File: src/rtl/pipeline_hazard_ctrl_pkg.sv
// pipeline_hazard_ctrl_pkg: shared types and default widths for the hazard controller.
package pipeline_hazard_ctrl_pkg;
    typedef enum logic [1:0] {RUN, DWAIT, IWAIT} hz_state_e;
    localparam logic [31:0] NOP_INST = 32'h00000013;
    localparam int XLEN_D = 32;
    localparam int REG_AW_D = 5;
    localparam int CNT_W_D = 32;
endpackage

File: src/rtl/pipeline_hazard_ctrl_if.sv
// pipeline_hazard_ctrl_if: pipeline-to-hazard-controller bundle; master is the pipeline, slave the controller.
interface pipeline_hazard_ctrl_if
    import pipeline_hazard_ctrl_pkg::*;
#(
    parameter int XLEN = XLEN_D,
    parameter int REG_AW = REG_AW_D
`ifdef HAZ_PERF_CNT_EN
    , parameter int CNT_W = CNT_W_D
`endif
);
    logic [REG_AW-1:0] rs1_addr_ID;
    logic [REG_AW-1:0] rs2_addr_ID;
    logic rs1_used_ID;
    logic rs2_used_ID;
    logic [REG_AW-1:0] rd_addr_EX;
    logic MemRead_EX;
    logic branch_taken_EX;
    logic [XLEN-1:0] branch_target_EX;
    logic imem_ready;
    logic dmem_req_MEM;
    logic dmem_ready;
    logic PCWrite;
    logic pc_redirect;
    logic [XLEN-1:0] pc_target;
    logic en_IFID;
    logic NOP_IFID;
    logic en_IDEX;
    logic NOP_IDEX;
    logic en_EXMEM;
    logic en_MEMWB;
`ifdef HAZ_PERF_CNT_EN
    logic [CNT_W-1:0] stall_cnt;
    logic [CNT_W-1:0] flush_cnt;
    logic [CNT_W-1:0] dwait_cnt;
`endif
    modport master (
        output rs1_addr_ID, rs2_addr_ID, rs1_used_ID, rs2_used_ID, rd_addr_EX, MemRead_EX,
               branch_taken_EX, branch_target_EX, imem_ready, dmem_req_MEM, dmem_ready,
        input  PCWrite, pc_redirect, pc_target, en_IFID, NOP_IFID, en_IDEX, NOP_IDEX, en_EXMEM, en_MEMWB
`ifdef HAZ_PERF_CNT_EN
        , input stall_cnt, flush_cnt, dwait_cnt
`endif
    );
    modport slave (
        input  rs1_addr_ID, rs2_addr_ID, rs1_used_ID, rs2_used_ID, rd_addr_EX, MemRead_EX,
               branch_taken_EX, branch_target_EX, imem_ready, dmem_req_MEM, dmem_ready,
        output PCWrite, pc_redirect, pc_target, en_IFID, NOP_IFID, en_IDEX, NOP_IDEX, en_EXMEM, en_MEMWB
`ifdef HAZ_PERF_CNT_EN
        , output stall_cnt, flush_cnt, dwait_cnt
`endif
    );
endinterface

File: src/rtl/pipeline_hazard_ctrl_hazard_detect.sv
// pipeline_hazard_ctrl_hazard_detect: load-use compare between the ID sources and a load in EX.
module pipeline_hazard_ctrl_hazard_detect
    import pipeline_hazard_ctrl_pkg::*;
#(
    parameter int REG_AW = REG_AW_D
) (
    input  logic [REG_AW-1:0] i_rs1_addr,
    input  logic [REG_AW-1:0] i_rs2_addr,
    input  logic              i_rs1_used,
    input  logic              i_rs2_used,
    input  logic [REG_AW-1:0] i_rd_addr,
    input  logic              i_mem_read,
    output logic              o_load_use_hit
);
    assign o_load_use_hit = i_mem_read && (i_rd_addr != '0) &&
                            ((i_rs1_used && (i_rs1_addr == i_rd_addr)) ||
                             (i_rs2_used && (i_rs2_addr == i_rd_addr)));
endmodule

File: src/rtl/pipeline_hazard_ctrl.sv
// pipeline_hazard_ctrl: stall/flush sequencer for the 5-stage pipeline (load-use, EX redirect, imem/dmem wait).
// Defining HAZ_PERF_CNT_EN adds saturating stall/flush/dwait performance counters.
module pipeline_hazard_ctrl
    import pipeline_hazard_ctrl_pkg::*;
#(
    parameter int XLEN = XLEN_D,
    parameter int REG_AW = REG_AW_D
`ifdef HAZ_PERF_CNT_EN
    , parameter int CNT_W = CNT_W_D
`endif
) (
    input logic clk_HAZ,
    input logic rst_HAZ,
    pipeline_hazard_ctrl_if.slave hz
);
    hz_state_e r_state;
    hz_state_e w_nstate;
    logic r_pend;
    logic w_npend;
    logic [XLEN-1:0] r_pend_target;
    logic [XLEN-1:0] w_ntarget;
    logic w_load_use;
    logic w_dstall;
    logic w_pend_live;
    logic w_stall;
    logic w_flush;
    logic w_dfreeze;

    pipeline_hazard_ctrl_hazard_detect #(.REG_AW(REG_AW)) u_detect (
        .i_rs1_addr    (hz.rs1_addr_ID),
        .i_rs2_addr    (hz.rs2_addr_ID),
        .i_rs1_used    (hz.rs1_used_ID),
        .i_rs2_used    (hz.rs2_used_ID),
        .i_rd_addr     (hz.rd_addr_EX),
        .i_mem_read    (hz.MemRead_EX),
        .o_load_use_hit(w_load_use)
    );

    assign w_dstall = hz.dmem_req_MEM && !hz.dmem_ready;
    // A pending redirect only exists while waiting on imem or frozen by dmem.
    assign w_pend_live = r_pend && (r_state != RUN);

    always_comb begin
        hz.PCWrite = 1'b1;
        hz.pc_redirect = 1'b0;
        hz.pc_target = (w_pend_live && !hz.branch_taken_EX) ? r_pend_target : hz.branch_target_EX;
        hz.en_IFID = 1'b1;
        hz.NOP_IFID = 1'b0;
        hz.en_IDEX = 1'b1;
        hz.NOP_IDEX = 1'b0;
        hz.en_EXMEM = 1'b1;
        hz.en_MEMWB = 1'b1;
        w_nstate = RUN;
        w_npend = r_pend;
        w_ntarget = r_pend_target;
        w_stall = 1'b0;
        w_flush = 1'b0;
        w_dfreeze = 1'b0;
        if (rst_HAZ) begin
            hz.PCWrite = 1'b0;
        end else if (w_dstall) begin
            hz.PCWrite = 1'b0;
            hz.en_IFID = 1'b0;
            hz.en_IDEX = 1'b0;
            hz.en_EXMEM = 1'b0;
            hz.en_MEMWB = 1'b0;
            w_nstate = DWAIT;
            w_dfreeze = 1'b1;
        end else if (hz.branch_taken_EX) begin
            hz.NOP_IFID = 1'b1;
            hz.NOP_IDEX = 1'b1;
            w_flush = 1'b1;
            if (hz.imem_ready) begin
                hz.pc_redirect = 1'b1;
                w_npend = 1'b0;
            end else begin
                hz.PCWrite = 1'b0;
                w_npend = 1'b1;
                w_ntarget = hz.branch_target_EX;
                w_nstate = IWAIT;
            end
        end else if (w_pend_live) begin
            // The word arriving now belongs to the wrong path, so it is bubbled.
            hz.NOP_IFID = 1'b1;
            if (hz.imem_ready) begin
                hz.pc_redirect = 1'b1;
                w_npend = 1'b0;
            end else begin
                hz.PCWrite = 1'b0;
                w_nstate = IWAIT;
            end
        end else if (w_load_use) begin
            hz.PCWrite = 1'b0;
            hz.en_IFID = 1'b0;
            hz.NOP_IDEX = 1'b1;
            w_stall = 1'b1;
        end else if (!hz.imem_ready) begin
            hz.PCWrite = 1'b0;
            hz.NOP_IFID = 1'b1;
            w_nstate = IWAIT;
        end
    end

    always_ff @(posedge clk_HAZ) begin
        if (rst_HAZ) begin
            r_state <= RUN;
            r_pend <= 1'b0;
            r_pend_target <= '0;
        end else begin
            r_state <= w_nstate;
            r_pend <= w_npend;
            r_pend_target <= w_ntarget;
        end
    end

`ifdef HAZ_PERF_CNT_EN
    logic [CNT_W-1:0] r_stall_cnt;
    logic [CNT_W-1:0] r_flush_cnt;
    logic [CNT_W-1:0] r_dwait_cnt;

    always_ff @(posedge clk_HAZ) begin
        if (rst_HAZ) begin
            r_stall_cnt <= '0;
            r_flush_cnt <= '0;
            r_dwait_cnt <= '0;
        end else begin
            r_stall_cnt <= r_stall_cnt + CNT_W'(w_stall && !(&r_stall_cnt));
            r_flush_cnt <= r_flush_cnt + CNT_W'(w_flush && !(&r_flush_cnt));
            r_dwait_cnt <= r_dwait_cnt + CNT_W'(w_dfreeze && !(&r_dwait_cnt));
        end
    end

    assign hz.stall_cnt = r_stall_cnt;
    assign hz.flush_cnt = r_flush_cnt;
    assign hz.dwait_cnt = r_dwait_cnt;
`endif
endmodule
File: src/flat_wrapper.sv
// flat-port wrapper written by rule: the top's interface ports become plain ports
module pipeline_hazard_ctrl_flat import pipeline_hazard_ctrl_pkg::*;
#(
    parameter int XLEN = XLEN_D,
    parameter int REG_AW = REG_AW_D

)
  (clk_HAZ, rst_HAZ, hz_rs1_addr_ID, hz_rs2_addr_ID, hz_rs1_used_ID, hz_rs2_used_ID, hz_rd_addr_EX, hz_MemRead_EX, hz_branch_taken_EX, hz_branch_target_EX, hz_imem_ready, hz_dmem_req_MEM, hz_dmem_ready, hz_PCWrite, hz_pc_redirect, hz_pc_target, hz_en_IFID, hz_NOP_IFID, hz_en_IDEX, hz_NOP_IDEX, hz_en_EXMEM, hz_en_MEMWB);
  pipeline_hazard_ctrl_if #(.XLEN(XLEN), .REG_AW(REG_AW)) hz_i ();
  input logic clk_HAZ;
  input logic rst_HAZ;
  input wire logic [$bits(hz_i.rs1_addr_ID)-1:0] hz_rs1_addr_ID;
  input wire logic [$bits(hz_i.rs2_addr_ID)-1:0] hz_rs2_addr_ID;
  input wire logic [$bits(hz_i.rs1_used_ID)-1:0] hz_rs1_used_ID;
  input wire logic [$bits(hz_i.rs2_used_ID)-1:0] hz_rs2_used_ID;
  input wire logic [$bits(hz_i.rd_addr_EX)-1:0] hz_rd_addr_EX;
  input wire logic [$bits(hz_i.MemRead_EX)-1:0] hz_MemRead_EX;
  input wire logic [$bits(hz_i.branch_taken_EX)-1:0] hz_branch_taken_EX;
  input wire logic [$bits(hz_i.branch_target_EX)-1:0] hz_branch_target_EX;
  input wire logic [$bits(hz_i.imem_ready)-1:0] hz_imem_ready;
  input wire logic [$bits(hz_i.dmem_req_MEM)-1:0] hz_dmem_req_MEM;
  input wire logic [$bits(hz_i.dmem_ready)-1:0] hz_dmem_ready;
  output wire logic [$bits(hz_i.PCWrite)-1:0] hz_PCWrite;
  output wire logic [$bits(hz_i.pc_redirect)-1:0] hz_pc_redirect;
  output wire logic [$bits(hz_i.pc_target)-1:0] hz_pc_target;
  output wire logic [$bits(hz_i.en_IFID)-1:0] hz_en_IFID;
  output wire logic [$bits(hz_i.NOP_IFID)-1:0] hz_NOP_IFID;
  output wire logic [$bits(hz_i.en_IDEX)-1:0] hz_en_IDEX;
  output wire logic [$bits(hz_i.NOP_IDEX)-1:0] hz_NOP_IDEX;
  output wire logic [$bits(hz_i.en_EXMEM)-1:0] hz_en_EXMEM;
  output wire logic [$bits(hz_i.en_MEMWB)-1:0] hz_en_MEMWB;
  assign hz_i.rs1_addr_ID = hz_rs1_addr_ID;
  assign hz_i.rs2_addr_ID = hz_rs2_addr_ID;
  assign hz_i.rs1_used_ID = hz_rs1_used_ID;
  assign hz_i.rs2_used_ID = hz_rs2_used_ID;
  assign hz_i.rd_addr_EX = hz_rd_addr_EX;
  assign hz_i.MemRead_EX = hz_MemRead_EX;
  assign hz_i.branch_taken_EX = hz_branch_taken_EX;
  assign hz_i.branch_target_EX = hz_branch_target_EX;
  assign hz_i.imem_ready = hz_imem_ready;
  assign hz_i.dmem_req_MEM = hz_dmem_req_MEM;
  assign hz_i.dmem_ready = hz_dmem_ready;
  assign hz_PCWrite = hz_i.PCWrite;
  assign hz_pc_redirect = hz_i.pc_redirect;
  assign hz_pc_target = hz_i.pc_target;
  assign hz_en_IFID = hz_i.en_IFID;
  assign hz_NOP_IFID = hz_i.NOP_IFID;
  assign hz_en_IDEX = hz_i.en_IDEX;
  assign hz_NOP_IDEX = hz_i.NOP_IDEX;
  assign hz_en_EXMEM = hz_i.en_EXMEM;
  assign hz_en_MEMWB = hz_i.en_MEMWB;
  pipeline_hazard_ctrl #(.XLEN(XLEN), .REG_AW(REG_AW)) u_core (.clk_HAZ(clk_HAZ), .rst_HAZ(rst_HAZ), .hz(hz_i));
endmodule
File: config.mk
export PLATFORM = sky130hd
export DESIGN_NAME = pipeline_hazard_ctrl_flat
export DESIGN_NICKNAME = d
export VERILOG_FILES = /design/src/rtl/pipeline_hazard_ctrl_pkg.sv /design/src/rtl/pipeline_hazard_ctrl_if.sv /design/src/rtl/pipeline_hazard_ctrl_hazard_detect.sv /design/src/rtl/pipeline_hazard_ctrl.sv /design/src/flat_wrapper.sv
export SDC_FILE = /design/constraint.sdc
export NUM_CORES = 1
export LEC_CHECK = 0
export ABC_AREA = 1
export BUFFER_PORTS_ARGS = -buffer_cell sky130_fd_sc_hd__buf_4
export CAP_MARGIN = 40
export CORE_AREA = 10 10 86 66
export DETAILED_ROUTE_END_ITERATION = 12
export DIE_AREA = 0 0 96 76
export HOLD_SLACK_MARGIN = 0.12
export PLACE_DENSITY = 0.83
export SYNTH_ARGS = -nofsm -noshare
export SYNTH_HDL_FRONTEND = slang
export SYNTH_HIERARCHICAL = 1
export SYNTH_SLANG_ARGS = --single-unit
File: constraint.sdc
create_clock -name clk_HAZ -period 2.5 [get_ports clk_HAZ]
set_clock_uncertainty 0.2 [all_clocks]
set_input_delay 0.5 -clock clk_HAZ [delete_from_list [all_inputs] [get_ports clk_HAZ]]
set_output_delay 0.5 -clock clk_HAZ [all_outputs]
set_load 0.01 [all_outputs]
==> flow_metrics.env <==
export IMPL_outcome="finished clean"
export IMPL_hold_viol=0
export IMPL_worstPathCellList="buf_4 -> inv_1 -> nor2_1 -> a21oi_1 -> nand3_1 -> a21oi_2 -> nand3_1 -> nand2_1 -> nor3_1 -> buf_4"
export IMPL_die_area_um2=7296
export IMPL_vias=2215
export IMPL_grt_use_met1_pct=20.41
export IMPL_worstHoldStart="rst_HAZ"
export IMPL_avgSynthCellArea_um2=5.835
export IMPL_power_mw=1.336
export IMPL_r2r_end="u_core/r_pend$_SDFFE_PP0P_"
export IMPL_crit_start="hz_rd_addr_EX[2]"
export IMPL_rr_startpoint="u_core/r_state[1]$_SDFF_PP0_"
export IMPL_crit_buf_inv=3
export IMPL_num_rows=20
export IMPL_slowest_stage="a21oi_2"
export IMPL_synth_warnings=6
export IMPL_layout_drive_gt1_share_pct=27.79
export IMPL_fillCellCount=400
export IMPL_top_usage_layer="met2"
export IMPL_viasPerCell=4.653
export IMPL_start_kind="input port"
export IMPL_insertion_delay_ns=0.27
export IMPL_dp_hpwl_um=4566
export IMPL_die_height_um=76
export IMPL_use_met3_pct=7.087
export IMPL_cts_setup_buffers=0
export IMPL_gp_congestion=0.8943
export IMPL_area_growth_pct=43.21
export IMPL_nNetsFinal=476
export IMPL_instances_no_fill=476
export IMPL_critPathTopFamily="simple AND/OR/NAND/NOR gates"
export IMPL_fin_crit_ns=2.335
export IMPL_grt_max_degree=34
export IMPL_critPathRequiredTime_ns=1.80
export IMPL_drt_total_wl_um=5915
export IMPL_finalSetupViolCount=0
export IMPL_fin_util_pct=67.20
export IMPL_grt_pass1_vias=2068
export IMPL_cts_buffer_depth=2
export IMPL_hold_path_depth=2
export IMPL_powerDensity_nw_per_um2=484.4
export IMPL_clock_sinks=35
export IMPL_drv_slew=0
export IMPL_hold_end="u_core/r_pend$_SDFFE_PP0P_"
export IMPL_reg2reg_depth=5
export IMPL_cp_max_fo=4
export IMPL_final_common_cell="nand2_1"
export IMPL_grt_usage_pct=15.78
export IMPL_whs_ns=0.2306
export IMPL_final_design_area_no_fill_um2=2758
export IMPL_antenna_found_initial=0
export IMPL_maxCapViolations=0
export IMPL_slew_headroom_pct=62.55
export IMPL_synth_seq_cells=35
export IMPL_avgRoutedWirePerCell_um=12.43
export IMPL_max_stage_delay_ns=0.18
export IMPL_finalCritPeriodShare_pct=93.40
export IMPL_placed_area_um2=2651
export IMPL_cts_resized=0
export IMPL_root_buffer="clkbuf_8"
export IMPL_place_inst=468
export IMPL_cts_buffers=5
export IMPL_h_tree_depth=2
export IMPL_peakVddDrop_uv=356.3
export IMPL_path_class="in2out"
export IMPL_path_clk_slew_ns=0.07
export IMPL_final_cell_mix="127 x nand2_1, 99 x buf_4, 76 x nor2_1"
export IMPL_r2r_slack_ns=1.32
export IMPL_initial_core_util_pct=46.92
export IMPL_antenna_cells=0
export IMPL_drtIter0Drc=108
export IMPL_synth_nets=386
export IMPL_hp_class="in2reg"
export IMPL_drc=0
export IMPL_grt_overflow=0
export IMPL_grt_pass1_wl_um=9784
export IMPL_mappedNetlistArea_um2=1926
export IMPL_first_pass_iters=4
export IMPL_cts_tree="done"
export IMPL_end_kind="output port"
export IMPL_synthCells=330
export IMPL_grt_setup_unrepaired="false"
export IMPL_tightest_slew_ns=0.5609
export IMPL_portBuffers=95
export IMPL_antenna_left=0
export IMPL_fmax_mhz=428.3
export IMPL_worstPathArrival_ns=1.64
export IMPL_leakage_nw=1.544
export IMPL_core_area_um2=4104
export IMPL_grtUsageMet2_pct=23.62
export IMPL_die_w_um=96
export IMPL_postCtsHoldBufs=0
export IMPL_ios=96
export IMPL_ys_types=19
export IMPL_ys_seq_area_share_pct=36.39
Yosys cell counts:
cell	count	share of area (%)
a21oi_1	3	0.78
buf_1	1	0.19
buf_2	9	2.3
buf_4	3	1.2
buf_6	2	1.2
clkbuf_1	2	0.39
dfxtp_1	35	36
inv_1	19	3.7
inv_2	5	0.97
nand2_1	127	25
nand2_2	2	0.65
nand3_1	5	1.3
nand4_1	1	0.33
nor2_1	76	15
nor2_2	1	0.33
nor3_1	2	0.52
nor3_4	1	0.84
o21ai_0	35	9.1
o21ai_1	1	0.26
worst max path at each step:
stage | end | slack [ns] | cells past startpoint
after detailed placement | hz_PCWrite | 0.14 | 10
after global routing | hz_en_IFID | 0.05 | 10
after CTS | hz_PCWrite | 0.13 | 10
after floorplan | hz_PCWrite | 0.51 | 7
final | hz_PCWrite | 0.16 | 10
after global placement | u_core/r_pend_target[26]$_SDFFE_PP0P_ | -0.07 | 7
layer usage:
metal | share of wire, % | vias up
met5 | 0 | -
met4 | 0.49 | 0
met3 | 9.8 | 4
met2 | 44 | 73
met1 | 45 | 953
li1 | - | 1185
power by group:
group	internal, mW	leakage, nW	switching [mW]	total [mW]
combinational	0.146	1.20	0.149	0.295
sequential	0.593	0.288	0.0161	0.610
clock	0.251	0.0515	0.180	0.431
total	0.991	1.54	0.345	1.34
through the flow:
step                setup WS (ns)  TNS (ns)
floorplan                  0.5087         0
CTS                        0.1307         0
global route              0.04746         0
finish                     0.1649         0
detailed placement         0.1360         0
global placement         -0.07200    -1.839
state kept, by name, summed over array words and instances (netlist names):
register and flops:
u_core/r_pend_target 32, u_core/r_pend 1, u_core/r_state 2
cell type report:
class                           count  area [um2]  area share, %
Clock buffer                        8       100.1          3.630
Inverter                           24       92.59          3.358
Multi-Input combinational cell    254        1037          37.61
Sequential cell                    35       700.7          25.41
Tap cell                           55       68.82          2.495
Timing Repair Buffer              100       758.2          27.50
logic make-up after synthesis:
family / Yosys count / share of synthesized area [%]
AO/OA/AOI/OAI: 39 / 10.14
buffers and inverters: 41 / 9.941
flip-flops: 35 / 36.39
AND/OR/NAND/NOR: 215 / 43.54
worst reg2reg max path, cell delays in order (launching register included):
cell and delay [ns]:
dfxtp_1 0.30, o21ai_1 0.24, nand2_1 0.13, nand3_1 0.09, nand2_1 0.05, a21oi_1 0.11
Power figures use the tool's default switching activity.
